## src/rtl/regdst_pipe_pkg.sv

```systemverilog
// Shared MIPS register-file constants and destination-select encodings.
package mips_pkg;

  localparam int REG_AW = 5;
  localparam logic [REG_AW-1:0] REG_ZERO = '0;
  localparam logic [REG_AW-1:0] REG_LINK = 5'd31;
  localparam int PIPE_DEPTH = 3;

  localparam int SEL_RT = 0;
  localparam int SEL_RD = 1;

  // Default two-candidate encoding; any code above link means "no write".
  typedef enum logic [1:0] {
    SEL_E_RT   = 2'd0,
    SEL_E_RD   = 2'd1,
    SEL_E_LINK = 2'd2,
    SEL_E_NONE = 2'd3
  } dst_sel_e;

  function automatic int sel_link(input int nsrc);
    return nsrc;
  endfunction

endpackage

```

## src/rtl/regdst_pipe_dst_addr_select.sv

```systemverilog
// Combinational NSRC-way write-back address resolver with a write-qualify bit.
module dst_addr_select
  import mips_pkg::*;
#(
  parameter int AW        = REG_AW,
  parameter int NSRC      = 2,
  parameter int LINK_ADDR = 31,
  parameter int SW        = $clog2(NSRC + 2)
) (
  input  logic [NSRC*AW-1:0] addr_i,
  input  logic [SW-1:0]      sel_i,
  output logic [AW-1:0]      addr_o,
  output logic               wq_o
);

  localparam logic [SW-1:0] SelLink = SW'(sel_link(NSRC));

  always_comb begin
    addr_o = '0;
    for (int i = 0; i < NSRC; i++) begin
      if (sel_i == SW'(i)) begin
        addr_o = addr_i[i*AW +: AW];
      end
    end
    if (sel_i == SelLink) begin
      addr_o = AW'(LINK_ADDR);
    end
  end

  // Writes to $0 never qualify, so an unqualified result always carries address 0 for $0.
  assign wq_o = (sel_i <= SelLink) && (addr_o != '0);

endmodule

```

## src/rtl/regdst_pipe.sv

```systemverilog
// Destination-register selector and per-stage tracker with nearest-stage forwarding match.
module regdst_pipe
  import mips_pkg::*;
#(
  parameter int AW        = REG_AW,
  parameter int NSRC      = 2,
  parameter int DEPTH     = PIPE_DEPTH,
  parameter int LINK_ADDR = 31,
  parameter int SW        = $clog2(NSRC + 2)
) (
  input  logic                clk,
  input  logic                rst_n,
  input  logic                in_valid,
  input  logic [NSRC*AW-1:0]  addr_in,
  input  logic [SW-1:0]       sel,
  input  logic                we_in,
  input  logic                stall,
  input  logic                flush,
  input  logic [AW-1:0]       rs_q,
  input  logic [AW-1:0]       rt_q,
  output logic [DEPTH*AW-1:0] stage_addr,
  output logic [DEPTH-1:0]    stage_we,
  output logic [DEPTH-1:0]    fwd_rs,
  output logic [DEPTH-1:0]    fwd_rt
);

  logic [AW-1:0] res_addr;
  logic          res_wq;
  logic          res_we;

  dst_addr_select #(
    .AW       (AW),
    .NSRC     (NSRC),
    .LINK_ADDR(LINK_ADDR),
    .SW       (SW)
  ) u_sel (
    .addr_i(addr_in),
    .sel_i (sel),
    .addr_o(res_addr),
    .wq_o  (res_wq)
  );

  assign res_we = in_valid & we_in & res_wq;

  logic [AW-1:0]    addr_q [DEPTH];
  logic [AW-1:0]    addr_d [DEPTH];
  logic [DEPTH-1:0] we_q;
  logic [DEPTH-1:0] we_d;
  logic [DEPTH-1:0] hit_rs;
  logic [DEPTH-1:0] hit_rt;
  logic [DEPTH-1:0] seen_rs;
  logic [DEPTH-1:0] seen_rt;

  assign seen_rs[0] = 1'b0;
  assign seen_rt[0] = 1'b0;

  for (genvar gi = 0; gi < DEPTH; gi++) begin : g_stage
    if (gi == 0) begin : g_head
      assign addr_d[gi] = flush ? '0   : (stall ? addr_q[gi] : res_addr);
      assign we_d[gi]   = flush ? 1'b0 : (stall ? we_q[gi]   : res_we);
    end else if (gi == 1) begin : g_bubble
      // Stage 0 is held or squashed, so stage 1 must not duplicate it.
      assign addr_d[gi] = (stall | flush) ? '0   : addr_q[gi-1];
      assign we_d[gi]   = (stall | flush) ? 1'b0 : we_q[gi-1];
    end else begin : g_shift
      assign addr_d[gi] = addr_q[gi-1];
      assign we_d[gi]   = we_q[gi-1];
    end

    assign stage_addr[gi*AW +: AW] = addr_q[gi];
    assign stage_we[gi]            = we_q[gi];

    assign hit_rs[gi] = we_q[gi] && (addr_q[gi] == rs_q) && (rs_q != REG_ZERO);
    assign hit_rt[gi] = we_q[gi] && (addr_q[gi] == rt_q) && (rt_q != REG_ZERO);
    assign fwd_rs[gi] = hit_rs[gi] & ~seen_rs[gi];
    assign fwd_rt[gi] = hit_rt[gi] & ~seen_rt[gi];

    if (gi < DEPTH - 1) begin : g_chain
      assign seen_rs[gi+1] = seen_rs[gi] | hit_rs[gi];
      assign seen_rt[gi+1] = seen_rt[gi] | hit_rt[gi];
    end
  end

  always_ff @(posedge clk or negedge rst_n) begin
    if (!rst_n) begin
      for (int k = 0; k < DEPTH; k++) begin
        addr_q[k] <= '0;
      end
      we_q <= '0;
    end else begin
      for (int k = 0; k < DEPTH; k++) begin
        addr_q[k] <= addr_d[k];
      end
      we_q <= we_d;
    end
  end

endmodule

```

## config.mk

```make
export PLATFORM = sky130hd
export DESIGN_NAME = regdst_pipe
export DESIGN_NICKNAME = d
export VERILOG_FILES = /design/src/rtl/regdst_pipe_pkg.sv /design/src/rtl/regdst_pipe_dst_addr_select.sv /design/src/rtl/regdst_pipe.sv
export SDC_FILE = /design/constraint.sdc
export NUM_CORES = 1
export LEC_CHECK = 0
export ABC_AREA = 0
export CAP_MARGIN = 20
export CORE_MARGIN = 2
export CORE_UTILIZATION = 44
export DETAILED_ROUTE_END_ITERATION = 7
export PLACE_DENSITY = 0.95
export SYNTH_ARGS = -nofsm -noshare
export SYNTH_HDL_FRONTEND = slang
export SYNTH_SLANG_ARGS = --single-unit
```

## constraint.sdc

```tcl
create_clock -name clk -period 3.9 [get_ports clk]
set_input_delay 0.585 -clock clk [delete_from_list [all_inputs] [get_ports clk]]
set_output_delay 0.585 -clock clk [all_outputs]
set_load 0.02 [all_outputs]
```

# --- After elaboration in Yosys (flattened, before gate mapping) ---
# Cells that the tools add are included.
# Widths: inputs -> output; s select.
classes:
  order_cmp: 1
  muxes: 9
  bitwise: 13
  n_eq_ne: 9
  reduce_logical: 17
ops:
  columns: ["cell", "count"]
  rows:
  - ["$eq 5x5->1", 6]
  - ["$mux 5", 6]
  - ["$reduce_bool 5->1", 3]
  - ["$logic_and 1x1->1", 13]
  - ["$and 1x1->1", 6]
  - ["$not 1->1", 4]
  - ["$mux 1", 3]
  - ["$or 1x1->1", 3]
  - ["$eq 2x1->1 const B", 1]
  - ["$eq 2x2->1 const B", 1]
  - ["$le 2x2->1 const B", 1]
  - ["$logic_not 2->1", 1]
  - ["$ne 2x1->1 const B", 1]
word_totals:
  register_bits: 18
  output_inout_bits: 24
  wordCells: 54
  inputBits: 28

# --- Depth between registers and ports, before layout ---
depth:
  depth_word: 9
  depth_mapped: 4
  depth_no_buf: 4

# --- Cells and area by module ---
# A second synthesis with hierarchy kept.
hier_totals:
  hier_cells: 114
  area_unflattened_um2: 1148.6
by_module_without_submodules:
  columns: ["mod", "n_inst", "seq_area_each_um2", "cells_each", "area_each_um2"]
  rows:
  - ["regdst_pipe", 1, 450.4, 96, 1039.7]
  - ["dst_addr_select", 1, 0.0, 18, 108.9]

# --- Worst setup path before layout ---
# Ideal clock, no wire load.
synth_path:
  path_type: "input -> output"
  startpoint: "input rs_q[1]"
  endpoint: "output fwd_rs[2]"
  path_slack_ns: 1.600
  n_path_buf: 0
  path_stages: 4
  required_time_ns: 3.315
  arrival_time_ns: 1.715
  cell_sequence: "or4_1 nor2_2 nor4_2 nor3_2"
synth_via:
  elab_chain_len: 6
  elab_cells_between_ends: 13
  cone_classes: "eq/ne: 3; bitwise: 3; reduce/logical: 7"
synth_rtl:
  columns: ["item", "line", "text"]
  rows:
  - ["start, declared", "regdst_pipe.sv:19", "input logic [AW-1:0] rs_q,"]
  - ["$eq 5x5->1", "regdst_pipe.sv:73", "assign hit_rs[gi] = we_q[gi] && (addr_q[gi] == rs_q) && (rs_q != REG_ZERO);"]
  - ["$logic_and 1x1->1", "regdst_pipe.sv:73", null]
  - ["$logic_and 1x1->1 *", "regdst_pipe.sv:73", null]
  - ["via fwd_rs[0]", "regdst_pipe.sv:23", "output logic [DEPTH-1:0] fwd_rs,"]
  - ["$or 1x1->1 *", "regdst_pipe.sv:79", "assign seen_rs[gi+1] = seen_rs[gi] | hit_rs[gi];"]
  - ["$not 1->1 *", "regdst_pipe.sv:75", "assign fwd_rs[gi] = hit_rs[gi] & ~seen_rs[gi];"]
  - ["$and 1x1->1 *", "regdst_pipe.sv:75", null]
  - ["end, declared", "regdst_pipe.sv:23", null]
# The timed path passes the listed nets; every way through them passes the cells marked *.

# --- Worst setup path in the final report ---
layout_path:
  startpoint: "input rs_q[3]"
  endpoint: "output fwd_rs[1]"
layout_via:
  elab_chain_len: 5
  elab_cells_between_ends: 9
  cone_classes: "eq/ne: 2; bitwise: 2; reduce/logical: 5"
layout_rtl:
  columns: ["item", "line"]
  rows:
  - ["$eq 5x5->1", "regdst_pipe.sv:73"]
  - ["$logic_and 1x1->1 (2 in a row)", "regdst_pipe.sv:73"]
  - ["$not 1->1", "regdst_pipe.sv:75"]
  - ["$and 1x1->1 *", "regdst_pipe.sv:75"]
# Every way passes the cells marked *; elsewhere a longest branch is shown, timed or not.

==> flow_summary.rst <==
.. list-table::
   :header-rows: 1

   * - Metric
     - Value
   * - Result of the run
     - finished clean
   * - Path type of the worst min-delay path
     - reg -> reg
   * - Maximum buffer depth of the clock tree
     - 2
   * - Maximum clock frequency
     - 298 MHz
   * - Most frequent cells in the layout
     - 51 x sky130_fd_sc_hd__clkdlybuf4s50_1, 18 x sky130_fd_sc_hd__xnor2_1, 18 x sky130_fd_sc_hd__dfrtp_1, 12 x sky130_fd_sc_hd__xor2_1, 11 x sky130_fd_sc_hd__nor2_1
   * - I/O pin count
     - 52
   * - PnR Total Power
     - 0.415 mW
   * - DP Wirelength
     - 2.45 mm
   * - Setup TNS
     - 0 ns
   * - Max-cap viol count
     - 0
   * - Worst flop-to-flop path endpoint
     - stage_we[0]$_DFFE_PN0P_
   * - Leakage power total
     - 0.672 nW
   * - Clock root buffer
     - sky130_fd_sc_hd__clkbuf_4
   * - Reg-to-reg critical path startpoint
     - stage_we[0]$_DFFE_PN0P_
   * - CTS tree
     - yes
   * - Min Hold Slack
     - 0.441 ns
   * - Htree depth
     - 1
   * - Worst Path Required
     - 3.31 ns
   * - Startpoint of the lowest-slack hold path
     - stage_we[1]$_DFF_PN0_
   * - TritonCTS Buffers
     - 3
   * - Floorplan die area
     - 0.00298 mm²
   * - Total global routing track utilization
     - 21.0%
   * - Hold_buf cts
     - 0
   * - Classification of the worst setup path
     - in -> out
   * - Post-place setup slack
     - 0.583 ns
   * - Die width
     - 54.6 µm
   * - Layout cell share with drive strength beyond 1
     - 6.37%
   * - Initial drt markers
     - 8
   * - Leading cell type in the layout, fill and taps excluded
     - sky130_fd_sc_hd__clkdlybuf4s50_1
   * - R2R setup slack
     - 3.07 ns
   * - Largest net degree at the start of global routing
     - 19
   * - Post-route insts no fill
     - 187
   * - TritonRoute pass-1 iters
     - 4
   * - Starting density of the core
     - 45.9%
   * - Chip height
     - 54.6 µm
   * - Number of cells in the design after placement
     - 183
   * - Hold Crit Depth
     - 0
   * - Worst slew margin
     - 49.5%
   * - Actual slew at the worst max-slew pin
     - 0.755 ns
   * - RePlAce Congestion
     - 0.802
   * - Endpoints failing setup
     - 0
   * - Cell count after synthesis
     - 109
   * - Final setup margin
     - 0.542 ns
   * - Number of distinct library cell variants in the gate-level netlist after synthesis
     - 20
   * - Wire length of the first global-routing pass
     - 4.33 mm
   * - Area of the mapped netlist
     - 0.00113 mm²
   * - Number of register bits inferred by synthesis
     - 18
   * - FF-to-FF path depth
     - 2
   * - Skew-Pair Late Insertion Delay
     - 0.28 ns
   * - Number of global-route vias before repair
     - 1000
   * - Worst-path maximum fanout
     - 4
   * - Post-Synthesis Mean Instance Area
     - 10.3 µm²
   * - Number of nets in the synthesized netlist
     - 137
   * - Average via count per standard cell
     - 5.29
   * - Number of post-CTS setup repair buffers
     - 0
   * - # fillers
     - 197
   * - DR vias
     - 989
   * - Total number of yosys warnings
     - 0
   * - Crit share post-route
     - 86.1%
   * - Endpoint kind of the worst setup timing path
     - primary output
   * - Ant diodes
     - 0
   * - Signal arrival time at the worst endpoint
     - 2.77 ns
   * - Number of buffer cells added on primary ports
     - 51
   * - Antenna viol nets, final
     - 0
   * - Post-cts sizing count
     - 0
   * - Post-layout minimum cycle time
     - 3.36 ns
   * - Max VDD drop
     - 173 µV
   * - Final hold violation count
     - 0
   * - Initial antenna violation count
     - 0
   * - Post-detailed-route wirelength per cell
     - 15.7 µm
   * - Cell area power density
     - 250 mW/mm²
   * - Final setup skew
     - 0.00334 ns
   * - Std-Cell Core Area
     - 0.00245 mm²
   * - Clock edge transition at the registers on the reported setup and hold paths
     - 0.09 ns
   * - Max Transition Viols Final
     - 0
   * - Nets@finish
     - 186
   * - Congestion Overflow GR
     - 0
   * - Unrepaired setup endpoints after global routing
     - no
   * - Count of unresolved DRC violations after routing
     - 0
   * - Hold path endpoint
     - stage_we[2]$_DFF_PN0_
   * - Clock Sink Count
     - 18
   * - Startpoint type of the worst setup path
     - input pin
   * - Register area share after synthesis
     - 40.0%
   * - Number of placement rows
     - 18
   * - Post-synthesis to final-layout area growth
     - 47.5%
   * - Detailed-route wire length
     - 2.93 mm
==> where the power goes <==
part / internal, mW / leakage, nW / switching (mW)
clock network: 0.0568 / 0.0210 / 0.0516
registers: 0.193 / 0.247 / 0.0106
logic: 0.0566 / 0.404 / 0.0467
==> cells by family (layout without fill, tap and decap cells) <==
logic type | count (synthesis) | in the layout | synth area share, %
buf+inv | 7 | 55 | 4.33
flops | 18 | 18 | 40.0
xor+xnor | 30 | 30 | 23.3
simple gates | 40 | 40 | 21.9
mux | 5 | 5 | 4.44
compound gates | 9 | 9 | 6.10
==> sequential cells by signal (all words and copies together) (netlist names) <==
signal      cells
stage_we        3
stage_addr     15
==> worst max path at each step <==
stage / startpoint / to / slack (ns) / cells past startpoint
finish: rs_q[3] / fwd_rs[1] / 0.54 / 6
global route: rs_q[3] / fwd_rs[1] / 0.45 / 6
CTS: rs_q[3] / fwd_rs[1] / 0.57 / 6
detailed placement: rs_q[3] / fwd_rs[1] / 0.58 / 6
global placement: rt_q[3] / fwd_rt[2] / 0.64 / 6
floorplan: rs_q[1] / fwd_rs[2] / 1.60 / 4
==> final cells by class <==
| cell class | count | area [µm²] | area share (%) |
|---|---|---|---|
| multi-input combinational | 84 | 628 | 37.8 |
| timing repair buffer | 51 | 510 | 30.7 |
| sequential | 18 | 450 | 27.1 |
| tap | 30 | 37.5 | 2.26 |
| clock buffer | 4 | 36.3 | 2.18 |
==> synthesized netlist by cell type <==
| cell type | n | area share, % |
|---|---|---|
| sky130_fd_sc_hd__nor4_2 | 2 | 2.2 |
| sky130_fd_sc_hd__nor3_2 | 2 | 1.8 |
| sky130_fd_sc_hd__nand4_1 | 6 | 3.3 |
| sky130_fd_sc_hd__nor2_1 | 11 | 3.7 |
| sky130_fd_sc_hd__and2b_1 | 1 | 0.67 |
| sky130_fd_sc_hd__dfrtp_1 | 18 | 40 |
| sky130_fd_sc_hd__and2_1 | 6 | 3.3 |
| sky130_fd_sc_hd__a21oi_1 | 2 | 0.89 |
| sky130_fd_sc_hd__clkbuf_1 | 1 | 0.33 |
| sky130_fd_sc_hd__o2bb2ai_1 | 5 | 3.9 |
| sky130_fd_sc_hd__or4_1 | 4 | 2.7 |
| sky130_fd_sc_hd__nor4_1 | 3 | 1.7 |
| sky130_fd_sc_hd__mux2i_1 | 5 | 4.4 |
| sky130_fd_sc_hd__xnor2_1 | 18 | 14 |
| sky130_fd_sc_hd__nand2_1 | 1 | 0.33 |
| sky130_fd_sc_hd__nor2_2 | 2 | 1.1 |
| sky130_fd_sc_hd__a211oi_1 | 2 | 1.3 |
| sky130_fd_sc_hd__nor2b_1 | 2 | 1.1 |
| sky130_fd_sc_hd__xor2_1 | 12 | 9.3 |
| sky130_fd_sc_hd__buf_4 | 6 | 4.0 |
==> through the flow <==
stage | util, % | area [µm²]
3_5_place_dp | 66.3 | 1630
5_1_grt | 67.7 | 1660
2_1_floorplan | - | 1130
4_1_cts | 67.7 | 1660
3_3_place_gp | 66.3 | 1630
6_report | 67.7 | 1660
==> per-layer routing <==
| layer | GRT usage (%) | share of wire, % |
|---|---|---|
| met1 | 21.9 | 40 |
| met4 | 11.7 | 2.5 |
| met2 | 38.7 | 51 |
| met3 | 4.37 | 6.7 |
| met5 | 0 | 0 |
==> critical path, stage by stage <==
cell and delay [ns]:
sky130_fd_sc_hd__clkdlybuf4s50_1 0.60, sky130_fd_sc_hd__or4_1 0.17, sky130_fd_sc_hd__nor2_2 0.05, sky130_fd_sc_hd__nor4_1 0.51, sky130_fd_sc_hd__nor2b_1 0.24, sky130_fd_sc_hd__clkdlybuf4s50_1 0.62
Power figures use the tool's default switching activity.
